**config.mk**
```make
export PLATFORM = sky130hd
export DESIGN_NAME = pid
export DESIGN_NICKNAME = d
export VERILOG_FILES = /design/src/rtl/pid_pkg.sv /design/src/rtl/pid_limit.sv /design/src/rtl/pid.sv
export SDC_FILE = /design/constraint.sdc
export NUM_CORES = 1
export LEC_CHECK = 0
export BUFFER_PORTS_ARGS = -buffer_cell sky130_fd_sc_hd__buf_2
export CAP_MARGIN = 20
export CORE_MARGIN = 3
export CORE_UTILIZATION = 60
export DETAILED_ROUTE_END_ITERATION = 16
export PLACE_DENSITY = 0.78
export SLEW_MARGIN = 20
export SYNTH_ARGS = -nofsm -noshare
export SYNTH_HDL_FRONTEND = slang
export SYNTH_SLANG_ARGS = --single-unit
```
**constraint.sdc**
```tcl
create_clock -name clk -period 11.05 [get_ports clk]
set_input_delay 0.5525 -clock clk [delete_from_list [all_inputs] [get_ports clk]]
set_output_delay 0.5525 -clock clk [all_outputs]
set_load 0.01 [all_outputs]
```
**src/rtl/pid_pkg.sv**
```systemverilog
// Shared definitions for the incremental PI controller.
//   DATA_W : width of the target, the gains, the bounds and pi_out
//   ADC_W  : width of the raw ADC sample
//   ERR_W  : signed error width. It holds target minus the zero-extended sample.
//   PROD_W : signed increment width. It is wide enough for kp*(de) + ki*e without overflow.
//   SUM_W  : signed accumulate width, used for pi_out plus the limited step.
// saturate() clamps a signed accumulate result into [lo, hi].
package pid_pkg;

  localparam int DATA_W = 26;
  localparam int ADC_W  = 12;
  localparam int ERR_W  = 27;
  localparam int PROD_W = 56;
  localparam int SUM_W  = DATA_W + 2;

  function automatic logic [DATA_W-1:0] saturate(
    input logic signed [SUM_W-1:0]  v,
    input logic        [DATA_W-1:0] lo,
    input logic        [DATA_W-1:0] hi
  );
    if (v < $signed({2'b00, lo})) begin
      return lo;
    end else if (v > $signed({2'b00, hi})) begin
      return hi;
    end else begin
      return v[DATA_W-1:0];
    end
  endfunction

endpackage

```
**src/rtl/pid_limit.sv**
```systemverilog
// Combinational block that turns a raw increment into a clamped next output.
//   delta    : signed raw increment, kp*(e - e_prev) + ki*e
//   cur_out  : current controller output
//   next_out : output after the limited step and the saturation clamp
// A zero increment stays zero. A nonzero increment is forced into the range
// [minimum_add, maximum_add] in magnitude and keeps the sign of delta.
module pid_limit
  import pid_pkg::*;
#(
  parameter logic [DATA_W-1:0] maximum_out = 26'd1000,
  parameter logic [DATA_W-1:0] minimum_out = 26'd0,
  parameter logic [DATA_W-1:0] maximum_add = 26'd100,
  parameter logic [DATA_W-1:0] minimum_add = 26'd10
) (
  input  logic signed [PROD_W-1:0] delta,
  input  logic        [DATA_W-1:0] cur_out,
  output logic        [DATA_W-1:0] next_out
);

  logic        [PROD_W-1:0] mag;
  logic        [DATA_W-1:0] step_mag;
  logic signed [SUM_W-1:0]  step;
  logic signed [SUM_W-1:0]  sum;

  always_comb begin
    mag      = delta[PROD_W-1] ? -delta : delta;
    step_mag = '0;
    if (mag == '0) begin
      step_mag = '0;
    end else if (mag > {{(PROD_W-DATA_W){1'b0}}, maximum_add}) begin
      step_mag = maximum_add;
    end else if (mag < {{(PROD_W-DATA_W){1'b0}}, minimum_add}) begin
      step_mag = minimum_add;
    end else begin
      // mag is at most maximum_add here, so it fits in DATA_W bits.
      step_mag = mag[DATA_W-1:0];
    end
    step     = delta[PROD_W-1] ? -$signed({2'b00, step_mag}) : $signed({2'b00, step_mag});
    sum      = $signed({2'b00, cur_out}) + step;
    next_out = saturate(sum, minimum_out, maximum_out);
  end

endmodule

```
**src/rtl/pid.sv**
```systemverilog
// Incremental (velocity-form) PI controller that runs on ADC completion events.
//   clk          : system clock, rising edge
//   rst_n        : asynchronous active-low reset
//   adc_complete : conversion-done strobe; only its rising edge is used
//   sample       : unsigned ADC result
//   target       : unsigned setpoint
//   pi_out       : registered, saturated control output
// Pipeline stages:
//   Stage 1 (event edge): latch the error and shift the old error into e_prev.
//   Stage 2: form the gain-weighted increment.
//   Stage 3: limit the step and accumulate it into pi_out.
module pid
  import pid_pkg::*;
#(
  parameter logic [DATA_W-1:0] kp          = 26'd100,
  parameter logic [DATA_W-1:0] ki          = 26'd100,
  parameter logic [DATA_W-1:0] maximum_out = 26'd1000,
  parameter logic [DATA_W-1:0] minimum_out = 26'd0,
  parameter logic [DATA_W-1:0] maximum_add = 26'd100,
  parameter logic [DATA_W-1:0] minimum_add = 26'd10
) (
  input  logic              clk,
  input  logic              rst_n,
  input  logic              adc_complete,
  input  logic [ADC_W-1:0]  sample,
  input  logic [DATA_W-1:0] target,
  output logic [DATA_W-1:0] pi_out
);

  logic                     adc_q;
  logic                     adc_event;
  logic                     s1_valid;
  logic                     s2_valid;
  logic signed [ERR_W-1:0]  e;
  logic signed [ERR_W-1:0]  e_prev;
  logic signed [ERR_W-1:0]  e_new;
  logic signed [PROD_W-1:0] delta;
  logic signed [PROD_W-1:0] delta_new;
  logic signed [ERR_W:0]    e_diff;
  logic signed [PROD_W-1:0] kp_ext;
  logic signed [PROD_W-1:0] ki_ext;
  logic signed [PROD_W-1:0] diff_ext;
  logic signed [PROD_W-1:0] e_ext;
  logic        [DATA_W-1:0] next_out;

  assign adc_event = adc_complete & ~adc_q;
  assign e_new     = $signed({1'b0, target}) - $signed({{(ERR_W-ADC_W){1'b0}}, sample});

  // The gains are unsigned, so they are zero-extended. The error terms are
  // sign-extended. The products are then taken at the full increment width.
  always_comb begin
    e_diff    = {e[ERR_W-1], e} - {e_prev[ERR_W-1], e_prev};
    kp_ext    = {{(PROD_W-DATA_W){1'b0}}, kp};
    ki_ext    = {{(PROD_W-DATA_W){1'b0}}, ki};
    diff_ext  = {{(PROD_W-ERR_W-1){e_diff[ERR_W]}}, e_diff};
    e_ext     = {{(PROD_W-ERR_W){e[ERR_W-1]}}, e};
    delta_new = kp_ext * diff_ext + ki_ext * e_ext;
  end

  pid_limit #(
    .maximum_out (maximum_out),
    .minimum_out (minimum_out),
    .maximum_add (maximum_add),
    .minimum_add (minimum_add)
  ) u_limit (
    .delta    (delta),
    .cur_out  (pi_out),
    .next_out (next_out)
  );

  always_ff @(posedge clk or negedge rst_n) begin
    if (!rst_n) begin
      adc_q    <= 1'b0;
      s1_valid <= 1'b0;
      s2_valid <= 1'b0;
      e        <= '0;
      e_prev   <= '0;
      delta    <= '0;
      pi_out   <= minimum_out;
    end else begin
      adc_q    <= adc_complete;
      s1_valid <= adc_event;
      s2_valid <= s1_valid;
      if (adc_event) begin
        e      <= e_new;
        e_prev <= e;
      end
      if (s1_valid) begin
        delta <= delta_new;
      end
      if (s2_valid) begin
        pi_out <= next_out;
      end
    end
  end

endmodule

```
==> Implementation_results.wiki, run 1 <==
{| class="wikitable"
! Metric !! Value
|-
| Worst R2R Path Depth || 24
|-
| Post-Synthesis Mean Instance Area || 8.04 um2
|-
| Non-Filler Cell Area, Final || 18100 um2
|-
| Buffer count from post-CTS setup fixing || 0
|-
| Worst reg2reg startpoint || delta[4]
|-
| Max FO, Critical Path || 14
|-
| Max-cap violation count || 0
|-
| Worst-case register-to-register setup slack || 1.73 ns
|-
| Final-stage net count || 2501
|-
| Fillers || 2393
|-
| Wirelength per Cell || 16.6 um
|-
| Number of diodes added for antenna fixing || 0
|-
| H-Tree Depth || 4
|-
| Area of the mapped netlist || 16900 um2
|-
| Area of combinational cells with multiple inputs || 12500 um2
|-
| Number of optimization iterations in the first detailed-route pass || 5
|-
| Global-route wire length before repair || 70.2 mm
|-
| Horizontal extent of the die || 174 um
|-
| Leftover overflow at the end of global routing || 0
|-
| Sequential share of the synthesized area || 17.3%
|-
| Worst hold path type || in2async
|-
| Number of synthesis warnings || 0
|-
| GRT Resource Usage Total || 27.6%
|-
| Critical path launch point || delta[4]
|-
| Combined flip-flop and latch cell area || 2930 um2
|-
| End of the worst register-to-register path || pi_out[1]
|-
| Effective utilization at floorplan || 61.8%
|-
| Area growth from synthesis to final layout || 7.22%
|-
| Height of the chip || 174 um
|-
| Area post-placement || 17500 um2
|-
| Time the final worst path needs with I/O delays and setup || 9.32 ns
|-
| Clock buffer count from CTS || 17
|-
| Antenna violations before repair || 0
|-
| Number of flip-flops and latches in the synthesized netlist || 117
|-
| Endpoint required time on the critical path || 11.36 ns
|-
| Root buffer selected by CTS || clkbuf_16
|-
| Maximum number of pins on one net before global-route repair || 76
|-
| Detailed-placement wirelength estimate || 33.5 mm
|-
| Kind of capture point of the worst setup path || flip-flop
|-
| Number of cells produced by synthesis || 2101
|-
| Fraction of layout instances using a drive strength above 1 || 7.87%
|-
| Fmax || 0.107 GHz
|-
| CP Launch Type || flip-flop
|-
| Layout Skew || 0.0144 ns
|-
| Bufs on Longest Clock Path || 2
|-
| Iteration-0 DRC count of the detailed router || 793
|-
| Arrival @ worst endpoint || 9.63 ns
|-
| Pin slew with the least headroom to its limit || 1.14 ns
|-
| Vias in the first global route || 14699
|-
| Final Max Tran Viols || 0
|-
| Total wirelength of the detailed-routed design || 41.9 mm
|-
| Vias per std cell || 5.96
|-
| Final Cycle Share || 84.3%
|-
| # port buffers || 65
|-
| Clock latency of the later-clocked register in the worst-skew pair || 0.42 ns
|-
| Vias || 15005
|-
| Net count of the mapped netlist || 2465
|-
| Number of remaining DRC errors || 0
|-
| Number of distinct library cells after synthesis || 90
|-
| Final-layout worst hold slack || 0.239 ns
|-
| RePlAce Congestion || 0.926
|-
| Post_cts resized || 0
|-
| Proportion of register bits with asynchronous set or reset after synthesis || 100%
|-
| Most used flip-flop cell after synthesis || dfrtp_1
|-
| Result of the run || complete, no violations
|-
| Number of clock sinks seen by CTS || 117
|-
| Die footprint || 30200 um2
|-
| Count of final setup violators || 0
|-
| CTS tree || done
|-
| Clock transition at path regs || 0.06 ns
|-
| Final count of hold timing violations || 0
|-
| Number of top-level pins || 67
|-
| Cts hold-fix bufs || 0
|-
| Setup TNS || 0 ns
|-
| Setup repair after global routing missed its margin || false
|-
| Remaining antenna violation count after routing || 0
|-
| Worst-case headroom to the max-slew limit || 21.8%
|-
| Number of enable flip-flop cells after synthesis || 0
|-
| Standard-cell row count || 60
|-
| Worst setup path category || reg2reg
|-
| Placeable core region || 27300 um2
|}
-- metal layers --
layer  vias to the layer above  part of all wire (%)  global-route usage (%)
met5                         -                     0                       0
met3                        66                   3.7                    2.34
met1                      7123                    44                    34.9
li1                       7428                     -                       -
met4                         0                   2.3                    8.18
met2                       388                    50                    50.2
-- flip-flops by register name (all words and copies together) (netlist names) --
register	flops
pi_out	25
s1_valid	1
e_prev	27
s2_valid	1
delta	35
e	27
adc_q	1
-- worst max-delay path: stages, from the launching register on --
cell       delay [ns]
dfrtp_1          0.52
nor4_2           0.92
nand4_1          0.49
a211oi_1         0.35
nor3b_1          0.09
a2111oi_1        0.35
nand4_1          0.55
nor3_2           0.52
nand2_1          0.13
inv_1            0.08
ha_1             0.16
inv_1            0.06
or4b_2           0.67
o31ai_2          0.89
inv_1            0.24
ha_1             0.49
a21oi_1          0.13
and3b_1          0.22
a22oi_1          0.25
nand4_2          0.20
a21oi_2          0.22
mux2_4           0.33
or4_1            0.52
or4_4            0.52
o32ai_1          0.28
-- cells in the mapped netlist (10+ instances only) --
cell        n  area [um2]
a21boi_0   10        75.1
a21o_1     75         563
a21oi_1   137         686
a31oi_1    23         144
and3_1     20         125
clkbuf_1   47         176
dfrtp_1   117        2930
fa_1       55        1100
ha_1      268        3350
inv_1     340        1280
mux2_2     26         293
nand2_1   131         492
nand2b_1   25         156
nand3_1    33         165
nand4_1    18         113
nor2_1    118         443
nor2b_1    41         257
nor3_1     37         185
nor4_1     25         156
o211ai_1   16         120
o21a_1     23         173
o21ai_0   136         681
o21bai_1   13        97.6
o31a_1     11        96.3
o31ai_1    23         173
or2_2      10        62.6
or3_1      11        68.8
or4_1      13        97.6
xnor2_1    86         753
xor2_1     38         333
-- how the worst max path moves through the flow --
stage | endpoint | slack [ns]
2_1_floorplan | delta[34] | 3.66
3_3_place_gp | pi_out[2] | 1.98
3_5_place_dp | pi_out[1] | 1.80
4_1_cts | pi_out[1] | 1.76
5_1_grt | pi_out[1] | 1.02
6_report | pi_out[1] | 1.73
-- kinds of logic (layout without fill, tap and decap cells) --
logic type / Yosys count / after routing / share of synthesized area [%]
flip-flops: 117 / 117 / 17.3
buffers and inverters: 398 / 444 / 8.91
AO/OA/AOI/OAI: 573 / 573 / 22.2
XOR/XNOR: 125 / 125 / 6.53
multiplexers: 34 / 34 / 2.24
adder cells (fa/ha/maj): 323 / 323 / 26.4
AND/OR/NAND/NOR: 530 / 530 / 16.4
other: 1 / 1 / 0.0222
-- cell type report --
cell class / instances / area share [%]
Multi-Input combinational cell: 1586 / 68.8
Clock inverter: 4 / 0.387
Inverter: 341 / 7.07
Tap cell: 372 / 2.57
Sequential cell: 117 / 16.2
Clock buffer: 25 / 2.79
Timing Repair Buffer: 74 / 2.18
-- cells in the final DEF (no fill, tap or decap), types with 64 or more instances in the layout --
master and count:
buf_2 64, a21oi_1 137, dfrtp_1 117, inv_1 339, a21o_1 75, xnor2_1 86
nor2_1 118, ha_1 268, nand2_1 131, o21ai_0 136
-- metrics by stage --
step / std cells / setup WS (ns) / utilization [%]
final: 2519 / 1.73 / 66.2
after detailed placement: 2490 / 1.80 / 64.1
after floorplan: 2101 / 3.66 / -
after CTS: 2519 / 1.76 / 66.2
after global routing: 2519 / 1.02 / 66.2
after global placement: 2490 / 1.98 / 64.1
Power of run 1 is not shown: default switching activity piles up to over one toggle a cycle in this logic, so the estimate is an artifact.
==> run 2, diff against run 1 <==
- ABC_AREA: default -> 1
- CORE_UTILIZATION: 60 -> 59
- PLACE_DENSITY: 0.78 -> 0.8
- clock period: 11.05 -> 7.73 ns (I/O delays scaled with it)
==> run 2 against run 1 <==
  * Register-to-register slack lost 1.1 ns
  * First-iteration DRC count grew 61%
  * Setup slack lost 1.1 ns
  * Highest routed layer unchanged
  * Worst hold slack lost 0.22 ns
  * Synthesized cell count grew 25%
  * Global-route usage grew 3.0 points
  * Fmax grew 32%
  * Sequential share of layout area shrank 0.71 points
  * Die area grew 5.6%
==> Implementation_results.wiki, run 2 <==
{| class="wikitable"
! Metric !! Value
|-
| Result of the run || complete, no violations
|-
| Worst-case register-to-register setup slack || 0.65 ns (-1.09 ns)
|-
| Number of flip-flops under the largest register name || 35 (unchanged)
|-
| Setup WS pre-CTS || 0.178 ns (-1.62 ns)
|-
| Iteration-0 DRC count of the detailed router || 1273 (+61%)
|-
| Vias || 17066 (+14%)
|-
| Placeable core region || 29000 um2 (+6.2%)
|-
| Sequential share of the synthesized area || 16.7% (-0.68 points)
|-
| Standard-cell row count || 62 (+3.3%)
|-
| RePlAce Congestion || 0.964 (+4.2%)
|-
| CP Launch Type || flip-flop
|-
| Proportion of register bits with asynchronous set or reset after synthesis || 100% (unchanged)
|-
| Worst hold path type || in2async
|-
| Clock transition at path regs || 0.05 ns (about the same)
|-
| Largest registers ranked by flip-flop count || delta (35), e (27), e_prev (27)
|-
| Number of flip-flops and latches in the synthesized netlist || 117 (unchanged)
|-
| Max-cap violation count || 0 (unchanged)
|-
| Area growth from synthesis to final layout || 7.83%
|-
| Fmax || 0.141 GHz (+32%)
|-
| Vias in the first global route || 16598 (+13%)
|-
| Post-Synthesis Mean Instance Area || 6.71 um2 (-17%)
|-
| GRT Resource Usage Total || 30.7% (+3.0 points)
|-
| Area share of the largest cell type after synthesis || 19.1% (-0.78 points)
|-
| Antenna violations before repair || 0 (unchanged)
|-
| Fillers || 2668 (+11%)
|-
| Number of remaining DRC errors || 0 (unchanged)
|-
| Setup repair after global routing missed its margin || false
|-
| Die footprint || 31900 um2 (+5.6%)
|-
| Worst-case headroom to the max-slew limit || 43.4% (+22 points)
|-
| Clock buffer count from CTS || 17 (unchanged)
|-
| Number of enable flip-flop cells after synthesis || 0 (unchanged)
|-
| Finished Core Util || 65.3% (-0.94 points)
|-
| Clock latency of the later-clocked register in the worst-skew pair || 0.44 ns (+0.02 ns)
|-
| Area of the mapped netlist || 17600 um2 (+4.1%)
|-
| Largest register by flop count || delta
|-
| Fraction of layout instances using a drive strength above 1 || 6.47% (-1.4 points)
|-
| Count of final setup violators || 0 (unchanged)
|-
| Max FO, Critical Path || 7 (-7)
|-
| Endpoint required time on the critical path || 8.03 ns (-3.33 ns)
|-
| Global-route wire length before repair || 79.1 mm (+13%)
|-
| Number of synthesis warnings || 0 (unchanged)
|-
| Worst setup path category || reg2reg
|-
| Most common cell in the netlist || nand2_1
|-
| Final Cycle Share || 91.6% (+7.3 points)
|-
| Horizontal extent of the die || 179 um (+2.8%)
|-
| Cell Count, Final, Fillers Out || 3073 (+22%)
|-
| Arrival @ worst endpoint || 7.38 ns (-2.25 ns)
|-
| Vias per std cell || 5.55 (-6.8%)
|-
| Final Max Tran Viols || 0 (unchanged)
|-
| Synth area leader || ha_1
|-
| Final-stage net count || 3044 (+22%)
|-
| Layout Skew || 0.0167 ns (+0.00233 ns)
|-
| Crit path max-delay cell type || fa_1
|-
| Time the final worst path needs with I/O delays and setup || 7.08 ns (-2.23 ns)
|-
| Wirelength per Cell || 15.5 um (-6.6%)
|-
| Detailed-placement wirelength estimate || 39.4 mm (+18%)
|-
| Commonest cells after routing, fill and taps aside || nand2_1 (595), inv_1 (509), ha_1 (268)
|-
| CTS tree || done
|-
| Number of distinct library cells after synthesis || 52 (-42%)
|-
| Biggest area contributors in the synthesized netlist || ha_1 (19%), dfrtp_1 (17%), nand2_1 (13%), inv_1 (11%), fa_1 (6.3%)
|-
| Leftover overflow at the end of global routing || 0 (unchanged)
|-
| Number of top-level pins || 67 (unchanged)
|-
| Kind of capture point of the worst setup path || flip-flop
|-
| Effective utilization at floorplan || 60.6% (-1.2 points)
|-
| Maximum number of pins on one net before global-route repair || 79 (+3.9%)
|-
| Most used cell, CP || nand2_1
|-
| Pin slew with the least headroom to its limit || 0.849 ns (-0.294 ns)
|-
| # port buffers || 65 (unchanged)
|-
| Setup TNS || 0 ns (unchanged)
|-
| H-Tree Depth || 4 (unchanged)
|-
| Root buffer selected by CTS || clkbuf_16
|-
| Number of diodes added for antenna fixing || 0 (unchanged)
|-
| Buffer count from post-CTS setup fixing || 0 (unchanged)
|-
| Number of cells produced by synthesis || 2619 (+25%)
|-
| Final WS setup || 0.648 ns (-1.09 ns)
|-
| Number of cells after detailed placement || 3045 (+22%)
|-
| Bufs on Longest Clock Path || 2 (unchanged)
|-
| Number of clock sinks seen by CTS || 117 (unchanged)
|-
| Height of the chip || 179 um (+2.8%)
|-
| Commonest non-fill, non-tap cell in the layout || nand2_1
|-
| Total wirelength of the detailed-routed design || 47.7 mm (+14%)
|-
| Number of optimization iterations in the first detailed-route pass || 8 (+3)
|-
| Net count of the mapped netlist || 2983 (+21%)
|-
| Most used flip-flop cell after synthesis || dfrtp_1
|-
| Remaining antenna violation count after routing || 0 (unchanged)
|-
| Crit path largest cell delay || 0.52 ns (-0.40 ns)
|-
| Final count of hold timing violations || 0 (unchanged)
|-
| Leading cell types by count after synthesis || nand2_1 (595), inv_1 (509), ha_1 (268), nor2_1 (209), o21ai_0 (174)
|}
run 2: final timing paths:
check | startpoint | endpoint | depth (start not counted)
min in group clk | adc_complete | adc_q | 1
max | e[0] | delta[35] | 39
min | rst_n | delta[4] | 1
max in group asynchronous | rst_n | e[0] | 2
max reg2reg | e[0] | delta[35] | 39
min reg2reg | pi_out[5] | pi_out[5] | 2
run 2: layout make-up:
class	count	area (um2)	share of cell area, %
multi-input combinational	1958	12700	66.8
sequential	117	2930	15.5
inverter	515	1940	10.2
clock buffer	23	498	2.63
tap	384	480	2.54
timing repair buffer	71	373	1.97
clock inverter	5	75.1	0.396
run 2: cell families after synthesis:
logic type,after synthesis,synth area share [%]
simple gates,1078,26.5
xor+xnor,115,5.73
other cells,1,0.0213
flops,117,16.7
buf+inv,544,11.7
fa+ha+maj,323,25.4
compound gates,441,14.0
run 2: what timing repair did:
| action | CTS | global route |
|---|---|---|
| setup endpoints to repair | 0 | 10 |
| hold buffers | 0 | 0 |
| gates resized for setup | 0 | 17 |
run 2: worst max-delay path: cells and delay by family (launching register included):
family	cells	cell delay [ns]
adder cells (fa/ha/maj)	7	2.45
XOR/XNOR	2	0.34
buffers and inverters	4	0.24
AND/OR/NAND/NOR	19	2.56
AO/OA/AOI/OAI	7	0.88
flip-flops	1	0.45
run 2: through the flow:
step	instance area [um2]	hold WS, ns
CTS	18900	0.0513
finish	18900	0.0163
global route	18900	0.0668
detailed placement	18300	0.503
global placement	18300	0.490
floorplan	17600	0.0909
run 2: routing by layer:
layer  routed length [um]  vias up  GRT usage, %
met5                    0        -             0
met4                 1290        0          8.83
met3                 2040       97          3.28
met2                23500      466          54.8
met1                20900     7940          39.0
li1                     -     8563             -
Power of run 2 is left out for the same reason.
